### config.mk
export PLATFORM = sky130hd
export DESIGN_NAME = mem_wb_stage_flat
export DESIGN_NICKNAME = d
export VERILOG_FILES = /design/src/rtl/mem_wb_stage_if.sv /design/src/rtl/mem_wb_stage.sv /design/src/flat_wrapper.sv
export SDC_FILE = /design/constraint.sdc
export NUM_CORES = 1
export LEC_CHECK = 0
export ABC_AREA = 1
export CORE_MARGIN = 2
export CORE_UTILIZATION = 47
export CTS_BUF_LIST = sky130_fd_sc_hd__clkbuf_8
export DETAILED_ROUTE_END_ITERATION = 10
export PLACE_DENSITY = 0.8
export RECOVER_POWER = 100
export SLEW_MARGIN = 10
export SYNTH_ARGS = -nofsm -noshare
export SYNTH_HDL_FRONTEND = slang
export SYNTH_SLANG_ARGS = --single-unit
### constraint.sdc
create_clock -name clk -period 1.73 [get_ports clk]
set_clock_uncertainty 0.05 [all_clocks]
set_input_delay 0.173 -clock clk [delete_from_list [all_inputs] [get_ports clk]]
set_output_delay 0.173 -clock clk [all_outputs]
set_load 0.02 [all_outputs]
### src/rtl/mem_wb_stage_if.sv
// mem_wb_stage_if: MEM-side inputs and register-file write-port outputs of the MEM/WB stage
interface mem_wb_stage_if;
  logic        stall;
  logic        flush;
  logic        mem_valid;
  logic        mem_wreg;
  logic [4:0]  mem_waddr;
  logic [31:0] mem_alu_result;
  logic [31:0] mem_rdata;
  logic [2:0]  mem_load_type;
  logic        w_en;
  logic [4:0]  w_addr;
  logic [31:0] w_data;
  logic        wb_valid;
  logic        wb_addr_err;
  logic [31:0] retired_cnt;
  modport master (
    output stall, flush, mem_valid, mem_wreg, mem_waddr, mem_alu_result, mem_rdata, mem_load_type,
    input  w_en, w_addr, w_data, wb_valid, wb_addr_err, retired_cnt
  );
  modport slave (
    input  stall, flush, mem_valid, mem_wreg, mem_waddr, mem_alu_result, mem_rdata, mem_load_type,
    output w_en, w_addr, w_data, wb_valid, wb_addr_err, retired_cnt
  );
endinterface

### src/rtl/mem_wb_stage.sv
// mem_wb_stage: MEM/WB register and load formatter; clk/rst plus bus (mem_* in, w_*/wb_*/retired_cnt out)
module mem_wb_stage (
  input  logic           clk,
  input  logic           rst,
  mem_wb_stage_if.slave  bus
);
  localparam logic [2:0] LT_LB  = 3'b001;
  localparam logic [2:0] LT_LBU = 3'b010;
  localparam logic [2:0] LT_LH  = 3'b011;
  localparam logic [2:0] LT_LHU = 3'b100;
  localparam logic [2:0] LT_LW  = 3'b101;
  logic        valid_q, valid_d, w_en_q, w_en_d, err_q, err_d;
  logic [4:0]  w_addr_q, w_addr_d;
  logic [31:0] w_data_q, w_data_d, cnt_q, cnt_d, fmt;
  logic [1:0]  off;
  logic [7:0]  b;
  logic [15:0] h;
  logic        misal;
  logic [2:0]  lt;
  always_comb begin
    lt    = bus.mem_load_type;
    off   = bus.mem_alu_result[1:0];
    b     = bus.mem_rdata[{off, 3'b000} +: 8];
    h     = off[1] ? bus.mem_rdata[31:16] : bus.mem_rdata[15:0];
    misal = ((lt == LT_LH || lt == LT_LHU) && off[0]) || (lt == LT_LW && off != 2'b00);
    fmt   = lt == LT_LB  ? {{24{b[7]}}, b} :
            lt == LT_LBU ? {24'h0, b} :
            lt == LT_LH  ? {{16{h[15]}}, h} :
            lt == LT_LHU ? {16'h0, h} :
            lt == LT_LW  ? bus.mem_rdata : bus.mem_alu_result;
    valid_d  = bus.flush ? 1'b0  : bus.stall ? valid_q  : bus.mem_valid;
    w_en_d   = bus.flush ? 1'b0  : bus.stall ? w_en_q   :
               bus.mem_valid & bus.mem_wreg & (bus.mem_waddr != 5'd0) & ~misal;
    err_d    = bus.flush ? 1'b0  : bus.stall ? err_q    : bus.mem_valid & misal;
    w_addr_d = bus.flush ? 5'd0  : bus.stall ? w_addr_q : bus.mem_waddr;
    w_data_d = bus.flush ? 32'h0 : bus.stall ? w_data_q : fmt;
    cnt_d    = (bus.flush || bus.stall) ? cnt_q : cnt_q + {31'h0, bus.mem_valid};
  end
  always_ff @(posedge clk) begin
    if (rst) begin
      valid_q  <= 1'b0;
      w_en_q   <= 1'b0;
      err_q    <= 1'b0;
      w_addr_q <= 5'd0;
      w_data_q <= 32'h0;
      cnt_q    <= 32'h0;
    end else begin
      valid_q  <= valid_d;
      w_en_q   <= w_en_d;
      err_q    <= err_d;
      w_addr_q <= w_addr_d;
      w_data_q <= w_data_d;
      cnt_q    <= cnt_d;
    end
  end
  assign bus.wb_valid    = valid_q;
  assign bus.w_en        = w_en_q;
  assign bus.wb_addr_err = err_q;
  assign bus.w_addr      = w_addr_q;
  assign bus.w_data      = w_data_q;
  assign bus.retired_cnt = cnt_q;
endmodule

### src/flat_wrapper.sv
// flat-port wrapper written by rule: the top's interface ports become plain ports
module mem_wb_stage_flat 
  (clk, rst, bus_stall, bus_flush, bus_mem_valid, bus_mem_wreg, bus_mem_waddr, bus_mem_alu_result, bus_mem_rdata, bus_mem_load_type, bus_w_en, bus_w_addr, bus_w_data, bus_wb_valid, bus_wb_addr_err, bus_retired_cnt);
  mem_wb_stage_if bus_i ();
  input  logic clk;
  input  logic rst;
  input wire logic [$bits(bus_i.stall)-1:0] bus_stall;
  input wire logic [$bits(bus_i.flush)-1:0] bus_flush;
  input wire logic [$bits(bus_i.mem_valid)-1:0] bus_mem_valid;
  input wire logic [$bits(bus_i.mem_wreg)-1:0] bus_mem_wreg;
  input wire logic [$bits(bus_i.mem_waddr)-1:0] bus_mem_waddr;
  input wire logic [$bits(bus_i.mem_alu_result)-1:0] bus_mem_alu_result;
  input wire logic [$bits(bus_i.mem_rdata)-1:0] bus_mem_rdata;
  input wire logic [$bits(bus_i.mem_load_type)-1:0] bus_mem_load_type;
  output wire logic [$bits(bus_i.w_en)-1:0] bus_w_en;
  output wire logic [$bits(bus_i.w_addr)-1:0] bus_w_addr;
  output wire logic [$bits(bus_i.w_data)-1:0] bus_w_data;
  output wire logic [$bits(bus_i.wb_valid)-1:0] bus_wb_valid;
  output wire logic [$bits(bus_i.wb_addr_err)-1:0] bus_wb_addr_err;
  output wire logic [$bits(bus_i.retired_cnt)-1:0] bus_retired_cnt;
  assign bus_i.stall = bus_stall;
  assign bus_i.flush = bus_flush;
  assign bus_i.mem_valid = bus_mem_valid;
  assign bus_i.mem_wreg = bus_mem_wreg;
  assign bus_i.mem_waddr = bus_mem_waddr;
  assign bus_i.mem_alu_result = bus_mem_alu_result;
  assign bus_i.mem_rdata = bus_mem_rdata;
  assign bus_i.mem_load_type = bus_mem_load_type;
  assign bus_w_en = bus_i.w_en;
  assign bus_w_addr = bus_i.w_addr;
  assign bus_w_data = bus_i.w_data;
  assign bus_wb_valid = bus_i.wb_valid;
  assign bus_wb_addr_err = bus_i.wb_addr_err;
  assign bus_retired_cnt = bus_i.retired_cnt;
  mem_wb_stage u_core (.clk(clk), .rst(rst), .bus(bus_i));
endmodule
* Word level (Yosys, flattened, before mapping) *
Cells that the tools add are included.

operators by class
  $add $sub $neg = 1
  equal/unequal tests = 5
  shifts and indexed selects = 1
  muxes and demuxes = 6
  bitwise logic cells = 5
  reduce and logical (&&, ||, !) cells = 8

operators with widths
  kind                  count
  $mux W32              5
  $add A32 B1 Y32       1
  $shiftx A32 B6 Y8     1
  $mux W16              1
  $eq A3 B2 Y1 const B  2
  $eq A3 B3 Y1 const B  2
  $reduce_bool A5 Y1    1
  $and A1 B1 Y1         4
  $eq A3 B1 Y1 const B  1
  $logic_or A1 B1 Y1    3
  $logic_and A1 B1 Y1   2
  $reduce_bool A2 Y1    1
  $reduce_or A2 Y1      1
  $not A1 Y1            1

word-level totals
  bits in registers = 72
  input port bits = 78

* Longest topological paths before layout *
  depth in word-level cells = 6
  gate-level depth with buffers = 12

* Least setup slack after synthesis *
OpenSTA, ideal clock, no wires.

  path kind = register to register
  from = reg u_core.cnt_q[0], in the netlist u_core.bus.retired_cnt[0]
  to = reg u_core.cnt_q[22], in the netlist u_core.bus.retired_cnt[22]
  arrival time = 1.563 ns
  data required time = 1.553 ns
  setup slack = -0.011 ns
  cell stages (with the launch flop) = 9
  path buffers = 0
  period minus slack after synthesis = 1.741 ns
  path through = dfxtp_1 -> ha_1 -> ha_1 -> nand3_1 -> nor2_4 -> nand3_2 -> nor2_4 -> xnor2_1 -> nor2_1

on the way
  word-level cells in the longest chain between the ends = 1

RTL lines
  item                    RTL line            RTL
  from (decl)             mem_wb_stage.sv:14  logic [31:0] w_data_q, w_data_d, cnt_q, cnt_d, fmt;
  from (signal assigned)  mem_wb_stage.sv:53  cnt_q <= cnt_d;
  $add A32 B1 Y32         mem_wb_stage.sv:37  cnt_d = (bus.flush || bus.stall) ? cnt_q : cnt_q + {31'h0, bus.mem_valid};

Every way passes these cells.
A chain may end at the register's enable or synchronous reset.

* Worst setup path in the final report *
  from = in bus_mem_valid
  to = reg u_core.cnt_q[29], in the netlist u_core.bus.retired_cnt[29]

on the way
  word-level cells in the longest chain between the ends = 1

RTL lines
  item             RTL line            RTL
  from (decl)      flat_wrapper.sv:9   input wire logic [$bits(bus_i.mem_valid)-1:0] bus_mem_valid;
  $add A32 B1 Y32  mem_wb_stage.sv:37

Every way passes these cells.

==> results by group <==
Placed design
  • Placer Congestion: 0.984
  • Dpl cell area: 6220 µm²
  • Post-DP HPWL: 11400 µm
  • Port bufs: 149

CTS
  • CTS Buf Count: 9
  • CTS HTree Levels: 3
  • CTS tree: yes
  • Reg clk slew, reported paths: 90 ps
  • CTS max path bufs: 2
  • Root buffer cell: clkbuf_8
  • Number of hold buffers added after CTS: 0
  • Worst skew pair latency: 350 ps
  • CTS sink cnt: 72

Synth
  • Unique masters post-synth: 34
  • Register bit total from synthesis: 72
  • Sequential-to-total area share from yosys stat: 0.330
  • Yosys warns: 0
  • Simple-gate share of the synthesized area: 0.370
  • Primary FF master, synth: dfxtp_1
  • Main combinational cell family by area after synthesis: simple AND/OR/NAND/NOR gates
  • Syn Inst Count: 687
  • Synth Cell Area: 4370 µm²
  • Synth Area in Adders: 0.00572
  • Mux cell area share after synthesis: 0
  • Synthesized area per cell: 6.37 µm²
  • Syn_nets: 767
  • Post-synth EDFFs: 0
  • Compound-cell area share of the yosys netlist: 0.191
  • Asr flop ratio synth: 0
  • Post-Synth XOR/XNOR Area: 0.00601

Floorplan
  • DIE AREA: 10100 µm²
  • FP Rows: 35
  • Die Ht: 100 µm
  • Width of the chip: 100 µm
  • I/O pin count: 150
  • Initial Utilization: 0.478
  • Core area: 9150 µm²

Pwr
  • Clock share of power: 0.363
  • Maximum vdd drop: 0.629 mV
  • Pint: 2.96 mW
  • Total power: 4.15 mW
  • Power share of the sequential group: 0.416
  • Pwr/cell area: 635 nW/µm²
  • Sw Ratio: 0.287
  • Combinational fraction of design power: 0.221
  • Lkg Pwr: 2.85 nW
  • Psw: 1.19 mW

Routing
  • Residual DRC count: 0
  • Via count: 5170
  • 1st-pass router iterations: 5
  • Final antenna-violating net count: 0
  • Via-to-Cell Ratio: 5.29
  • Drt first-iter violations: 284
  • Post-DR wirelength/cell: 15.1 µm
  • Post-Route WL: 14700 µm

Layout
  • Most frequent cells in the layout: nand2_1 (195), clkdlybuf4s50_1 (143), nor2_1 (72)
  • Synthesis-to-finish area growth: 49.4%
  • Design area: 6530 µm²
  • Commonest non-fill, non-tap cell in the layout: nand2_1
  • Final net count: 942
  • Area of the multi-input gates: 2570 µm²
  • Register area: 1450 µm²
  • FILL cells: 778
  • Diodes inserted: 0
  • Layout cells sized above 1: 0.137

Setup path
  • Critical Path Source Type: primary input
  • Largest delay share family, worst path: simple AND/OR/NAND/NOR gates
  • Critical Path AT: 1920 ps
  • Reg2reg end: u_core.bus.retired_cnt[29]$_SDFFE_PP0N_
  • R2R cell count: 10
  • CP cell instances: clkdlybuf4s50_1 > ha_4 > buf_4 > nand3_4 > nor2_8 > nand3b_4 > nor2_4 > nand3_2 > nand2_2 > inv_1 > nor2_1
  • Largest stage delay on the critical path: 540 ps
  • Reg2Reg Setup Slack: 70 ps
  • Crit Path Category: in2reg
  • Worst r2r src: u_core.bus.retired_cnt[0]$_SDFFE_PP0N_
  • Crit-path slowest cell: clkdlybuf4s50_1
  • Required time worst endpoint: 1970 ps
  • CP Max Fanout: 7
  • Buf/Inv on CP: 3
  • Crit end category: flop

Global route
  • Gr ovfl total: 0
  • Global-route wire length before repair: 23900 µm
  • GRT Util Overall: 0.296
  • Vias in the first global route: 5031
  • Largest net degree at the start of global routing: 51
  • Initial antenna violation count: 0

Status
  • Outcome: complete, no violations

Worst hold path
  • Hold Path Depth: 3
  • Worst hold path class: in2reg
  • Min-Delay Startpoint: bus_mem_waddr[1]
  • Worst Hold End: u_core.bus.w_addr[1]$_SDFFE_PP0N_

Timing
  • Max Freq: 0.597 GHz
  • Post-Route Setup TNS: 0 ps
  • Slew HR: 0.397
  • Max-slew violation count: 0
  • Worst-Margin Slew: 904 ps
  • Post-route clock period utilization: 0.968
  • Final hold vios: 0
  • Setup Viol. Count Final: 0
  • RSZ-0062 raised after global routing: true
  • Min cycle time layout: 1670 ps

Job
  • Max Cap Viol: 0
==> tightest hold or removal path, delay by kind of cell <==
kind | cells | cell delay, ps
buffers and inverters | 2 | 460
AOI/OAI and AO/OA | 1 | 60
==> how the worst max path moves through the flow <==
| stage | start | to | slack (ps) | cells past startpoint |
|---|---|---|---|---|
| 2_1_floorplan | u_core.bus.retired_cnt[0]$_SDFFE_PP0N_ | u_core.bus.retired_cnt[22]$_SDFFE_PP0N_ | 80 | 8 |
| 3_3_place_gp | bus_mem_valid | u_core.bus.retired_cnt[30]$_SDFFE_PP0N_ | -240 | 11 |
| 3_5_place_dp | bus_mem_valid | u_core.bus.retired_cnt[30]$_SDFFE_PP0N_ | -330 | 11 |
| 4_1_cts | u_core.bus.retired_cnt[0]$_SDFFE_PP0N_ | u_core.bus.retired_cnt[30]$_SDFFE_PP0N_ | 10 | 10 |
| 5_1_grt | u_core.bus.retired_cnt[0]$_SDFFE_PP0N_ | u_core.bus.retired_cnt[30]$_SDFFE_PP0N_ | -70 | 10 |
| 6_report | bus_mem_valid | u_core.bus.retired_cnt[29]$_SDFFE_PP0N_ | 60 | 11 |
==> state kept, by name, summed over array words and instances (netlist names) <==
signal                  count
u_core.bus.retired_cnt     32
u_core.bus.wb_valid         1
u_core.bus.w_en             1
u_core.bus.wb_addr_err      1
u_core.bus.w_addr           5
u_core.bus.w_data          32
==> metal layers <==
layer	up-vias	global-route usage	wire length (µm)
met5	-	0	0
met4	0	0.0727	304
met3	28	0.0728	1120
met2	194	0.499	7100
met1	2361	0.382	6210
li1	2587	-	-
==> stage by stage <==
step | utilization | std cells | setup WS [ps] | hold slack [ps]
after floorplan | - | 687 | 77.4 | 268
after global placement | 0.680 | 960 | -239 | 403
after detailed placement | 0.680 | 960 | -334 | 407
after CTS | 0.704 | 976 | 12.7 | 340
after global routing | 0.714 | 978 | -69.9 | 343
final | 0.714 | 978 | 55.6 | 337
==> cell families (layout without fill, tap and decap cells) <==
group	after synthesis	count (layout)
adder cells (fa/ha/maj)	2	2
buffers and inverters	98	278
AO/OA/AOI/OAI	157	157
flip-flops	72	72
XOR/XNOR	3	3
AND/OR/NAND/NOR	355	355
==> synthesized netlist by cell type (8+ instances only) <==
master / instances / area (µm²)
o21ai_0: 60 / 300
nand2_1: 197 / 739
nand4_1: 8 / 50.1
clkbuf_1: 12 / 45.0
nand3_2: 8 / 80.1
dfxtp_1: 72 / 1440
o21ai_1: 13 / 65.1
a21oi_1: 66 / 330
nand2_2: 8 / 50.1
nand3_1: 31 / 155
nor2_1: 76 / 285
buf_4: 8 / 60.1
inv_1: 56 / 210
o211ai_1: 11 / 82.6
nor2_4: 8 / 90.1
inv_2: 12 / 45.0
==> power by group through the flow <==
stage | Sequential, mW | Combinational, mW | Clock, mW
floorplan | 1.81 | 0.391 | 0
global placement | 1.76 | 0.893 | 0
detailed placement | 1.76 | 0.903 | 0
CTS | 1.73 | 0.908 | 1.52
global route | 1.73 | 0.996 | 1.61
finish | 1.73 | 0.916 | 1.51
==> area by class of cell <==
cell class,count,share of cell area
clock buffers,9,0.0190
clock inverters,7,0.0146
inverters,69,0.0404
multi-input cells,517,0.393
flip-flops and latches,72,0.221
well taps,111,0.0213
repair buffers,193,0.290
==> timing repair <==
item | in CTS | in global routing
resized for setup | 0 | 21
hold endpoints to repair | 0 | 0
buffers inserted | 0 | 2
endpoints found under the setup margin | 0 | 23
No activity file was read; power rests on OpenSTA's default activity.
